--- src/rtl/frame_tx_if.sv ---
// Bundle of request, payload and frame-bus signals between frame_tx_scheduler
// and its eight payload requesters / the downstream frame_detector.
interface frame_tx_if;
  logic [7:0]  req;
  logic [23:0] req_len;
  logic        crc_corrupt;
  logic [7:0]  gnt;
  logic        pl_rd;
  logic [2:0]  pl_sel;
  logic [15:0] pl_data;
  logic [15:0] data_out;
  logic        busy;
  logic [7:0]  done;
  logic [15:0] frame_cnt;

  // Scheduler side.
  modport master (
    input  req, req_len, crc_corrupt, pl_data,
    output gnt, pl_rd, pl_sel, data_out, busy, done, frame_cnt
  );

  // Requester / observer side.
  modport slave (
    output req, req_len, crc_corrupt, pl_data,
    input  gnt, pl_rd, pl_sel, data_out, busy, done, frame_cnt
  );
endinterface

--- src/rtl/frame_tx_scheduler.sv ---
// Round-robin frame scheduler: grants one of eight requesters and serialises
// header, channel word, 1..8 payload words, CRC-16/XMODEM, trailer and an
// idle gap onto the registered 16-bit frame bus.
module frame_tx_scheduler #(
  parameter int unsigned GAP_CYCLES = 1,
  parameter logic [31:0] HEADER     = 32'hE0E0E0E0,
  parameter logic [31:0] TRAILER    = 32'h0E0E0E0E
) (
  input  logic       clk_in,
  input  logic       rst,
  frame_tx_if.master bus
);

  typedef enum logic [3:0] {
    S_IDLE, S_HDR_HI, S_HDR_LO, S_CHAN, S_PAY,
    S_CRC, S_TRL_HI, S_TRL_LO, S_GAP
  } state_t;

  state_t      state, state_nxt;
  logic [2:0]  rr_ptr;
  logic [2:0]  sel;
  logic [2:0]  len_m1;
  logic [2:0]  word_cnt;
  logic        corrupt;
  logic [15:0] crc;
  logic [3:0]  gap_cnt;
  logic [15:0] data_nxt;
  logic        rd;
  logic        req_any;
  logic [2:0]  pick;
  logic [7:0]  gnt_r, done_r;
  logic [15:0] data_r, frame_cnt_r;

  // One 16-bit word folded into CRC-16/XMODEM, MSB first; unrolls to XOR trees.
  function automatic logic [15:0] crc16_step(input logic [15:0] c, input logic [15:0] d);
    logic [15:0] r;
    logic        fb;
    r = c;
    for (int i = 15; i >= 0; i--) begin
      fb = r[15] ^ d[i];
      r  = {r[14:0], 1'b0} ^ (fb ? 16'h1021 : 16'h0000);
    end
    return r;
  endfunction

  function automatic logic [7:0] one_hot(input logic [2:0] idx);
    return 8'h01 << idx;
  endfunction

  // Round-robin pick: first requesting channel at or above rr_ptr, wrapping.
  always_comb begin
    // NOTE: every variable gets a default first so no path infers a latch.
    logic       found;
    logic [2:0] idx;
    found   = 1'b0;
    idx     = '0;
    pick    = rr_ptr;
    req_any = |bus.req;
    for (int i = 0; i < 8; i++) begin
      idx = rr_ptr + i[2:0];
      if (!found && bus.req[idx]) begin
        pick  = idx;
        found = 1'b1;
      end
    end
  end

  // State register.
  always_ff @(posedge clk_in or posedge rst) begin
    if (rst) state <= S_IDLE;
    else     state <= state_nxt;
  end

  // Next state, next bus word and the payload read strobe.
  always_comb begin
    state_nxt = state;
    data_nxt  = 16'h0000;
    rd        = 1'b0;
    unique case (state)
      S_IDLE: if (req_any) begin
        state_nxt = S_HDR_HI;
        data_nxt  = HEADER[31:16];
      end
      S_HDR_HI: begin
        state_nxt = S_HDR_LO;
        data_nxt  = HEADER[15:0];
      end
      S_HDR_LO: begin
        state_nxt = S_CHAN;
        data_nxt  = {8'h00, one_hot(sel)};
      end
      S_CHAN: begin
        rd        = 1'b1;
        state_nxt = S_PAY;
        data_nxt  = bus.pl_data;
      end
      // word_cnt is the index of the payload word currently on the bus.
      S_PAY: if (word_cnt == len_m1) begin
        state_nxt = S_CRC;
        data_nxt  = corrupt ? ~crc : crc;
      end else begin
        rd       = 1'b1;
        data_nxt = bus.pl_data;
      end
      S_CRC: begin
        state_nxt = S_TRL_HI;
        data_nxt  = TRAILER[31:16];
      end
      S_TRL_HI: begin
        state_nxt = S_TRL_LO;
        data_nxt  = TRAILER[15:0];
      end
      S_TRL_LO: state_nxt = S_GAP;
      S_GAP: if (gap_cnt == 4'(GAP_CYCLES - 1)) state_nxt = S_IDLE;
      default: state_nxt = S_IDLE;
    endcase
  end

  // Grant latching, payload counting, CRC accumulation and frame statistics.
  always_ff @(posedge clk_in or posedge rst) begin
    if (rst) begin
      // NOTE: sequential state uses non-blocking assignments so all registers
      // update together from pre-edge values.
      rr_ptr      <= '0;
      sel         <= '0;
      len_m1      <= '0;
      word_cnt    <= '0;
      corrupt     <= 1'b0;
      crc         <= '0;
      gap_cnt     <= '0;
      gnt_r       <= '0;
      done_r      <= '0;
      data_r      <= '0;
      frame_cnt_r <= '0;
    end else begin
      data_r <= data_nxt;
      gnt_r  <= '0;
      done_r <= '0;
      case (state)
        S_IDLE: if (req_any) begin
          gnt_r   <= one_hot(pick);
          sel     <= pick;
          len_m1  <= bus.req_len[pick*3 +: 3];
          corrupt <= bus.crc_corrupt;
          rr_ptr  <= pick + 3'd1;
          crc     <= '0;
        end
        S_CHAN: begin
          word_cnt <= '0;
          crc      <= crc16_step(crc, bus.pl_data);
        end
        S_PAY: if (rd) begin
          word_cnt <= word_cnt + 3'd1;
          crc      <= crc16_step(crc, bus.pl_data);
        end
        S_TRL_LO: begin
          done_r      <= one_hot(sel);
          frame_cnt_r <= frame_cnt_r + 16'd1;
          gap_cnt     <= '0;
        end
        S_GAP: gap_cnt <= gap_cnt + 4'd1;
        default: ;
      endcase
    end
  end

  assign bus.gnt       = gnt_r;
  assign bus.done      = done_r;
  assign bus.data_out  = data_r;
  assign bus.frame_cnt = frame_cnt_r;
  assign bus.pl_sel    = sel;
  assign bus.pl_rd     = rd;
  assign bus.busy      = (state != S_IDLE);

endmodule

--- src/flat_wrapper.sv ---
// flat-port wrapper written by rule: the top's interface ports become plain ports
module frame_tx_scheduler_flat 
#(
  parameter int unsigned GAP_CYCLES = 1,
  parameter logic [31:0] HEADER     = 32'hE0E0E0E0,
  parameter logic [31:0] TRAILER    = 32'h0E0E0E0E
)
  (clk_in, rst, bus_req, bus_req_len, bus_crc_corrupt, bus_pl_data, bus_gnt, bus_pl_rd, bus_pl_sel, bus_data_out, bus_busy, bus_done, bus_frame_cnt);
  frame_tx_if bus_i ();
  input  logic clk_in;
  input  logic rst;
  input wire logic [$bits(bus_i.req)-1:0] bus_req;
  input wire logic [$bits(bus_i.req_len)-1:0] bus_req_len;
  input wire logic [$bits(bus_i.crc_corrupt)-1:0] bus_crc_corrupt;
  input wire logic [$bits(bus_i.pl_data)-1:0] bus_pl_data;
  output wire logic [$bits(bus_i.gnt)-1:0] bus_gnt;
  output wire logic [$bits(bus_i.pl_rd)-1:0] bus_pl_rd;
  output wire logic [$bits(bus_i.pl_sel)-1:0] bus_pl_sel;
  output wire logic [$bits(bus_i.data_out)-1:0] bus_data_out;
  output wire logic [$bits(bus_i.busy)-1:0] bus_busy;
  output wire logic [$bits(bus_i.done)-1:0] bus_done;
  output wire logic [$bits(bus_i.frame_cnt)-1:0] bus_frame_cnt;
  assign bus_i.req = bus_req;
  assign bus_i.req_len = bus_req_len;
  assign bus_i.crc_corrupt = bus_crc_corrupt;
  assign bus_i.pl_data = bus_pl_data;
  assign bus_gnt = bus_i.gnt;
  assign bus_pl_rd = bus_i.pl_rd;
  assign bus_pl_sel = bus_i.pl_sel;
  assign bus_data_out = bus_i.data_out;
  assign bus_busy = bus_i.busy;
  assign bus_done = bus_i.done;
  assign bus_frame_cnt = bus_i.frame_cnt;
  frame_tx_scheduler #(.GAP_CYCLES(GAP_CYCLES), .HEADER(HEADER), .TRAILER(TRAILER)) u_core (.clk_in(clk_in), .rst(rst), .bus(bus_i));
endmodule
--- config.mk ---
export PLATFORM = sky130hd
export DESIGN_NAME = frame_tx_scheduler_flat
export DESIGN_NICKNAME = d
export VERILOG_FILES = /design/src/rtl/frame_tx_if.sv /design/src/rtl/frame_tx_scheduler.sv /design/src/flat_wrapper.sv
export SDC_FILE = /design/constraint.sdc
export NUM_CORES = 1
export LEC_CHECK = 0
export ABC_AREA = 1
export BUFFER_PORTS_ARGS = -buffer_cell sky130_fd_sc_hd__buf_2
export CORE_MARGIN = 2
export CORE_UTILIZATION = 24
export CTS_CLUSTER_DIAMETER = 120
export DETAILED_ROUTE_END_ITERATION = 10
export PLACE_DENSITY_LB_ADDON = 0.25
export REMOVE_ABC_BUFFERS = 1
export SLEW_MARGIN = 20
export SYNTH_ARGS = -nofsm -noshare
export SYNTH_HDL_FRONTEND = slang
export SYNTH_SLANG_ARGS = --single-unit
--- constraint.sdc ---
create_clock -name clk_in -period 7.04 [get_ports clk_in]
set_clock_uncertainty 0.15 [all_clocks]
set_input_delay 0.352 -clock clk_in [delete_from_list [all_inputs] [get_ports clk_in]]
set_output_delay 0.352 -clock clk_in [all_outputs]
set_load 0.03 [all_outputs]
==> summary.md, run 1 <==
| Metric | Value |
|---|---|
| Status | `completed` |
| CP required | `7080 ps` |
| Post-synth EDFFs | `0` |
| Critical Path, Cell by Cell | `inv_2, ha_1, inv_1, nand3_2, nand2_1, o21ai_2, inv_1, nand4_1, nor2_1, nor2_1, nand2_1, nand2_2, nand2_1, inv_1, ha_1, nand2_1, o21ai_0` |
| Worst hold-check path type | `primary input to register` |
| Drt total wl | `13800 µm` |
| Final setup vio count | `0` |
| CP Buf/Inv Count | `4` |
| Synth top area cells | `dfrtp_1, nand2_1, xnor2_1` |
| RSZ-0062 raised after global routing | `false` |
| Remaining DRCs | `0` |
| Mapped Area | `5220 µm²` |
| Cell variety after synth | `40` |
| Post-synthesis mux area share | `0%` |
| Clk Latency, worst-skew pair | `340 ps` |
| DRT Pass-1 Iters | `5` |
| Ys flop type | `dfrtp_1` |
| Final net count | `821` |
| Gpl congestion | `0.812` |
| Placed cell area | `6010 µm²` |
| Clock Tree Buf Depth | `2` |
| Maxcap violations | `0` |
| Die height | `151 µm` |
| Family with the most delay on the worst path | `simple AND/OR/NAND/NOR gates` |
| Hpwl dp | `10500 µm` |
| First-pass GRT wire length | `22700 µm` |
| Slowest cell on crit path | `dfrtp_1` |
| Minimum clock period | `3790 ps` |
| Critical path depth | `17` |
| Worst Path Arrival | `3830 ps` |
| Total CTS buffers | `9` |
| Core Area | `21200 µm²` |
| FF-to-FF Start | `u_core.rr_ptr[0]$_DFFE_PP0P_` |
| Largest family of logic cells by synthesized area | `simple AND/OR/NAND/NOR gates` |
| Crit path top cell by count | `nand2_1` |
| CTS root buffer | `clkbuf_16` |
| Yosys reg bits | `85` |
| Via-to-Cell Ratio | `4.36` |
| CTS sink count | `85` |
| Worst-path clk slew | `70 ps` |
| DRT iter0 DRCs | `187` |
| WL/cell | `13.2 µm` |
| XOR/XNOR Fraction of Synth Area | `13.6%` |
| Overall Global Routing Usage | `12.5%` |
| Cell area after layout | `6320 µm²` |
| Total gr overflow | `0` |
| Die Wd | `151 µm` |
| Routed vias | `4549` |
| Yosys warnings | `0` |
| Synth area leader | `dfrtp_1` |
| Number of global-route vias before repair | `4507` |
| Post-CTS Resized | `0` |
| Largest net degree at the start of global routing | `56` |
| Post-synthesis sequential area ratio | `40.7%` |
| Crit. End Element | `register` |
| R2r worst-path depth | `17` |
| Reg2Reg Setup Slack | `3250 ps` |
| Adder-cell share of the synthesized area | `1.68%` |
| Share of cells above drive strength 1 | `20.2%` |
| Max_slew headroom | `38.5%` |
| CTS tree | `done` |
| Die area | `22900 µm²` |
| Initial antenna violation count | `0` |
| Fmax | `264 MHz` |
| R2R Path End | `u_core.rr_ptr[2]$_DFFE_PP0P_` |
| Starting Density | `24.7%` |
| Row count | `53` |
| Worst-margin pin slew | `920 ps` |
| Worst Setup Start Kind | `register` |
| Worst setup path end | `u_core.rr_ptr[2]$_DFFE_PP0P_` |
| Area Overhead vs Synth | `21.1%` |
| Synth Area in Simple Gates | `30.5%` |
| H-tree levels | `3` |
| Post-Syn Instances | `663` |
| Final Hold Fails | `0` |
| Worst setup path start | `u_core.rr_ptr[0]$_DFFE_PP0P_` |
| Asr flop ratio synth | `100%` |
| Worst-path fanout max | `15` |
| Setup total negative slack | `0 ps` |
| Syn avg cell area | `7.87 µm²` |
| Synth Area in Compound Gates | `7.12%` |
| Post-synth top area share | `40.7%` |
| Number of port buffers | `103` |
| Post-route ant nets | `0` |
| Period utilization | `53.9%` |
| CP peak stage delay | `670 ps` |
| Slew Limit Fails | `0` |
| Crit Path Class | `register to register` |
| IO Pins | `104` |
[cells in the final DEF (no fill, tap or decap), drive strengths merged]
cell	count
nand2	193
buf	105
dfrtp	85
nand3	74
inv	63
nor2	57
xnor2	48
xor2	32
o21ai	32
nand4	15
clkbuf	11
ha	7
o22ai	6
a21oi	6
o211ai	5
clkinv	5
nor4	4
o2111ai	4
nor3	3
o221ai	3
o21bai	2
nand3b	2
diode	1
o31ai	1
o21a	1
and3	1
bufinv	1
clkinvlp	1
dlygate4sd3	1
[cell type report]
type	instances	area [µm²]
Sequential cell	85	2130
Clock buffer	11	243
Multi-Input combinational cell	496	2760
Tap cell	275	344
Inverter	65	245
Fill cell	2289	14800
Antenna cell	1	2.50
Timing Repair Buffer	106	541
Clock inverter	5	60.1
[routing by layer]
layer	vias to the layer above	track usage, %	share of wire (%)
met2	112	19.9	44
met1	2081	17.6	50
li1	2346	-	-
met4	0	3.04	0.95
met3	10	2.37	4.5
met5	-	0	0
[registers in the layout (all words and copies together), names as in the netlist]
register / count
u_core.bus.data_out: 16
u_core.bus.done: 8
u_core.bus.frame_cnt: 16
u_core.bus.gnt: 8
u_core.bus.pl_sel: 3
u_core.corrupt: 1
u_core.crc: 16
u_core.gap_cnt: 4
u_core.len_m1: 3
u_core.rr_ptr: 3
u_core.state: 4
u_core.word_cnt: 3
[worst reg2reg max path: stages, from the launching register on]
cell and delay (ps):
dfrtp_1 670, inv_2 270, ha_1 530, inv_1 180, nand3_2 120, nand2_1 80
o21ai_2 300, inv_1 100, nand4_1 150, nor2_1 50, nor2_1 220, nand2_1 110
nand2_2 160, nand2_1 110, inv_1 70, ha_1 220, nand2_1 60, o21ai_0 80
[metrics by stage]
step	utilization (%)	hold WS, ps	setup slack [ps]	std cells
2_1_floorplan	-	301	3850	646
3_3_place_gp	28.4	265	3360	1026
3_5_place_dp	28.4	263	3260	1026
4_1_cts	29.9	58.1	3240	1043
5_1_grt	29.9	79.8	2770	1043
6_report	29.9	70.5	3250	1044
[cells by family (layout without fill, tap and decap cells)]
logic type | after synthesis | count (layout)
flip-flops | 85 | 85
XOR/XNOR | 80 | 80
AND/OR/NAND/NOR | 349 | 349
adder cells (fa/ha/maj) | 7 | 7
other | 0 | 1
AO/OA/AOI/OAI | 60 | 60
buffers and inverters | 82 | 187
[worst min-delay path by stage]
stage	from	endpoint	slack (ps)	cells past startpoint
2_1_floorplan	u_core.state[3]$_DFFE_PP0P_	u_core.state[0]$_DFFE_PP0P_	300	1
3_3_place_gp	rst	u_core.bus.frame_cnt[5]$_DFFE_PP0P_	270	2
3_5_place_dp	rst	u_core.bus.frame_cnt[3]$_DFFE_PP0P_	260	2
4_1_cts	bus_crc_corrupt	u_core.corrupt$_DFFE_PP0P_	60	3
5_1_grt	bus_crc_corrupt	u_core.corrupt$_DFFE_PP0P_	80	3
6_report	bus_crc_corrupt	u_core.corrupt$_DFFE_PP0P_	70	3
[cells in the mapped netlist, types with 3 or more instances]
library cell	n
nand2_1	184
dfrtp_1	85
nand3_1	66
inv_1	58
nor2_1	51
xnor2_1	48
xor2_1	31
o21ai_0	29
nand4_1	13
clkbuf_1	9
ha_1	7
nand2_2	7
nand3_2	7
inv_2	6
o22ai_1	6
a21oi_1	5
o211ai_1	5
nor2_4	4
nor4_1	4
o2111ai_1	4
buf_2	3
nor3_1	3
o221ai_1	3
[what timing repair did]
action	in CTS	in global routing
buffers inserted	0	0
hold endpoints to repair	30	0
hold buffers	1	0
Power of run 1 is left out: the tool's default activity adds up to more than one toggle a clock period on the data nets, which glitch-free logic cannot reach.
==> inputs of run 2 (changes only) <==
clock period = 3.15 ns   (was 7.04 ns; I/O delays follow)
==> summary.md, run 2 (synthesis results as in run 1) <==
| Metric | Value |
|---|---|
| DRT iter0 DRCs | `184` |
| Finished Layout Cells | `1073` |
| Post-route ant nets | `0` |
| Fmax | `347 MHz` |
| Final Hold Fails | `1` |
| Drt total wl | `14000 µm` |
| CP required | `3220 ps` |
| Failing checks | `hold timing` |
| Worst-path fanout max | `11` |
| CP Buf/Inv Count | `4` |
| RSZ-0062 raised after global routing | `false` |
| Final worst slack | `269 ps` |
| Final net count | `851` |
| Total CTS buffers | `9` |
| Crit. End Element | `register` |
| Slowest cell on crit path | `dfrtp_1` |
| IO Pins | `104` |
| Worst hold-check path type | `primary input to register` |
| Die Wd | `151 µm` |
| Overall Global Routing Usage | `12.6%` |
| Period utilization | `91.5%` |
| Cell area after layout | `6660 µm²` |
| DRT Pass-1 Iters | `5` |
| Via-to-Cell Ratio | `4.38` |
| CP peak stage delay | `410 ps` |
| Worst-margin pin slew | `756 ps` |
| Max_slew headroom | `49.3%` |
| ANT cells | `0` |
| Placed cell area | `6120 µm²` |
| First-pass GRT wire length | `22900 µm` |
| Family with the most delay on the worst path | `simple AND/OR/NAND/NOR gates` |
| Clock Tree Buf Depth | `2` |
| Row count | `53` |
| Remaining DRCs | `0` |
| Hpwl dp | `10700 µm` |
| DP Worst Slack | `70.9 ps` |
| Worst Setup Start Kind | `register` |
| Status | `complete, but fails checks` |
| WL/cell | `13.1 µm` |
| H-tree levels | `3` |
| Crit Path Class | `register to register` |
| Slew Limit Fails | `0` |
| CTS tree | `done` |
| Largest net degree at the start of global routing | `48` |
| Worst Path Arrival | `2950 ps` |
| Total gr overflow | `0` |
| Number of port buffers | `103` |
| Share of cells above drive strength 1 | `22.3%` |
| Initial antenna violation count | `0` |
| Setup total negative slack | `0 ps` |
| Number of global-route vias before repair | `4526` |
| Gpl congestion | `0.820` |
| Crit path top cell by count | `nand2_4` |
| Register area | `2130 µm²` |
| Dpl cells | `1039` |
| Maxcap violations | `0` |
| Core Area | `21200 µm²` |
| CTS root buffer | `clkbuf_16` |
| Area Overhead vs Synth | `27.5%` |
| Starting Density | `24.7%` |
| CTS sink count | `85` |
| Final setup vio count | `0` |
| Commonest non-fill, non-tap cell in the layout | `nand2_1` |
| Commonest non-fill, non-tap cells in the layout | `nand2_1, buf_2, dfrtp_1, nand3_1, inv_1` |
| Die area | `22900 µm²` |
| Fillers | `2299` |
| Area of the multi-input gates | `2810 µm²` |
| Worst-path clk slew | `60 ps` |
| WHS | `-0.257 ps` |
| Clk Latency, worst-skew pair | `340 ps` |
| Critical Path, Cell by Cell | `buf_4, ha_1, inv_1, nand2_2, nand2_4, inv_1, nand3_2, nand2_4, nor2_4, nand4_2, nor2_4, nand3_4, nand2_4, nand2_4, nand2_2, inv_1, ha_1, nand2_1, o21ai_0` |
| Routed vias | `4702` |
| Minimum clock period | `2880 ps` |
| Die height | `151 µm` |
run 2: layout make-up:
class / count / share of cell area (%)
timing repair buffer: 136 / 12.3
clock inverter: 5 / 1.13
sequential: 85 / 32.0
tap: 275 / 5.17
inverter: 65 / 3.76
multi-input combinational: 496 / 42.2
clock buffer: 11 / 3.50
run 2: final timing paths:
kind / cells past startpoint / startpoint / slack [ps] / endpoint
min: 3 / bus_pl_data[6] / -0.3 / u_core.bus.data_out[6]$_DFF_PP0_
max reg2reg: 19 / u_core.rr_ptr[0]$_DFFE_PP0P_ / 270 / u_core.rr_ptr[2]$_DFFE_PP0P_
min in group asynchronous: 3 / rst / 300 / u_core.bus.frame_cnt[5]$_DFFE_PP0P_
min reg2reg: 1 / u_core.bus.frame_cnt[15]$_DFFE_PP0P_ / 310 / u_core.bus.frame_cnt[15]$_DFFE_PP0P_
max in group asynchronous: 4 / rst / 1860 / u_core.bus.data_out[8]$_DFF_PP0_
max: 19 / u_core.rr_ptr[0]$_DFFE_PP0P_ / 270 / u_core.rr_ptr[2]$_DFFE_PP0P_
run 2: through the flow:
stage | util (%) | hold slack, ps
after floorplan | - | 128
after global placement | 28.9 | 143
after detailed placement | 28.9 | 151
after CTS | 31.1 | 0.838
after global routing | 31.5 | 10.2
final | 31.5 | -0.257
run 2: what timing repair did:
action	in CTS	in global routing
setup endpoints to repair	0	16
hold buffers	16	0
gates resized for setup	0	16
endpoints found under the hold margin	53	0
buffers inserted	0	2
run 2: worst reg2reg max path: cells and delay by family, from the launching register on:
| kind | cells | cell delay [ps] |
|---|---|---|
| AND/OR/NAND/NOR | 12 | 1310 |
| adder cells (fa/ha/maj) | 2 | 470 |
| flip-flops | 1 | 410 |
| buffers and inverters | 4 | 370 |
| AO/OA/AOI/OAI | 1 | 70 |
run 2: per-layer routing:
| layer | vias up | share of wire, % | global-route usage [%] |
|---|---|---|---|
| met5 | - | 0 | 0 |
| met4 | 0 | 1.1 | 2.71 |
| met2 | 118 | 43 | 19.3 |
| li1 | 2403 | - | - |
| met3 | 13 | 4.5 | 2.28 |
| met1 | 2168 | 51 | 18.6 |
Power of run 2 is left out for the same reason.
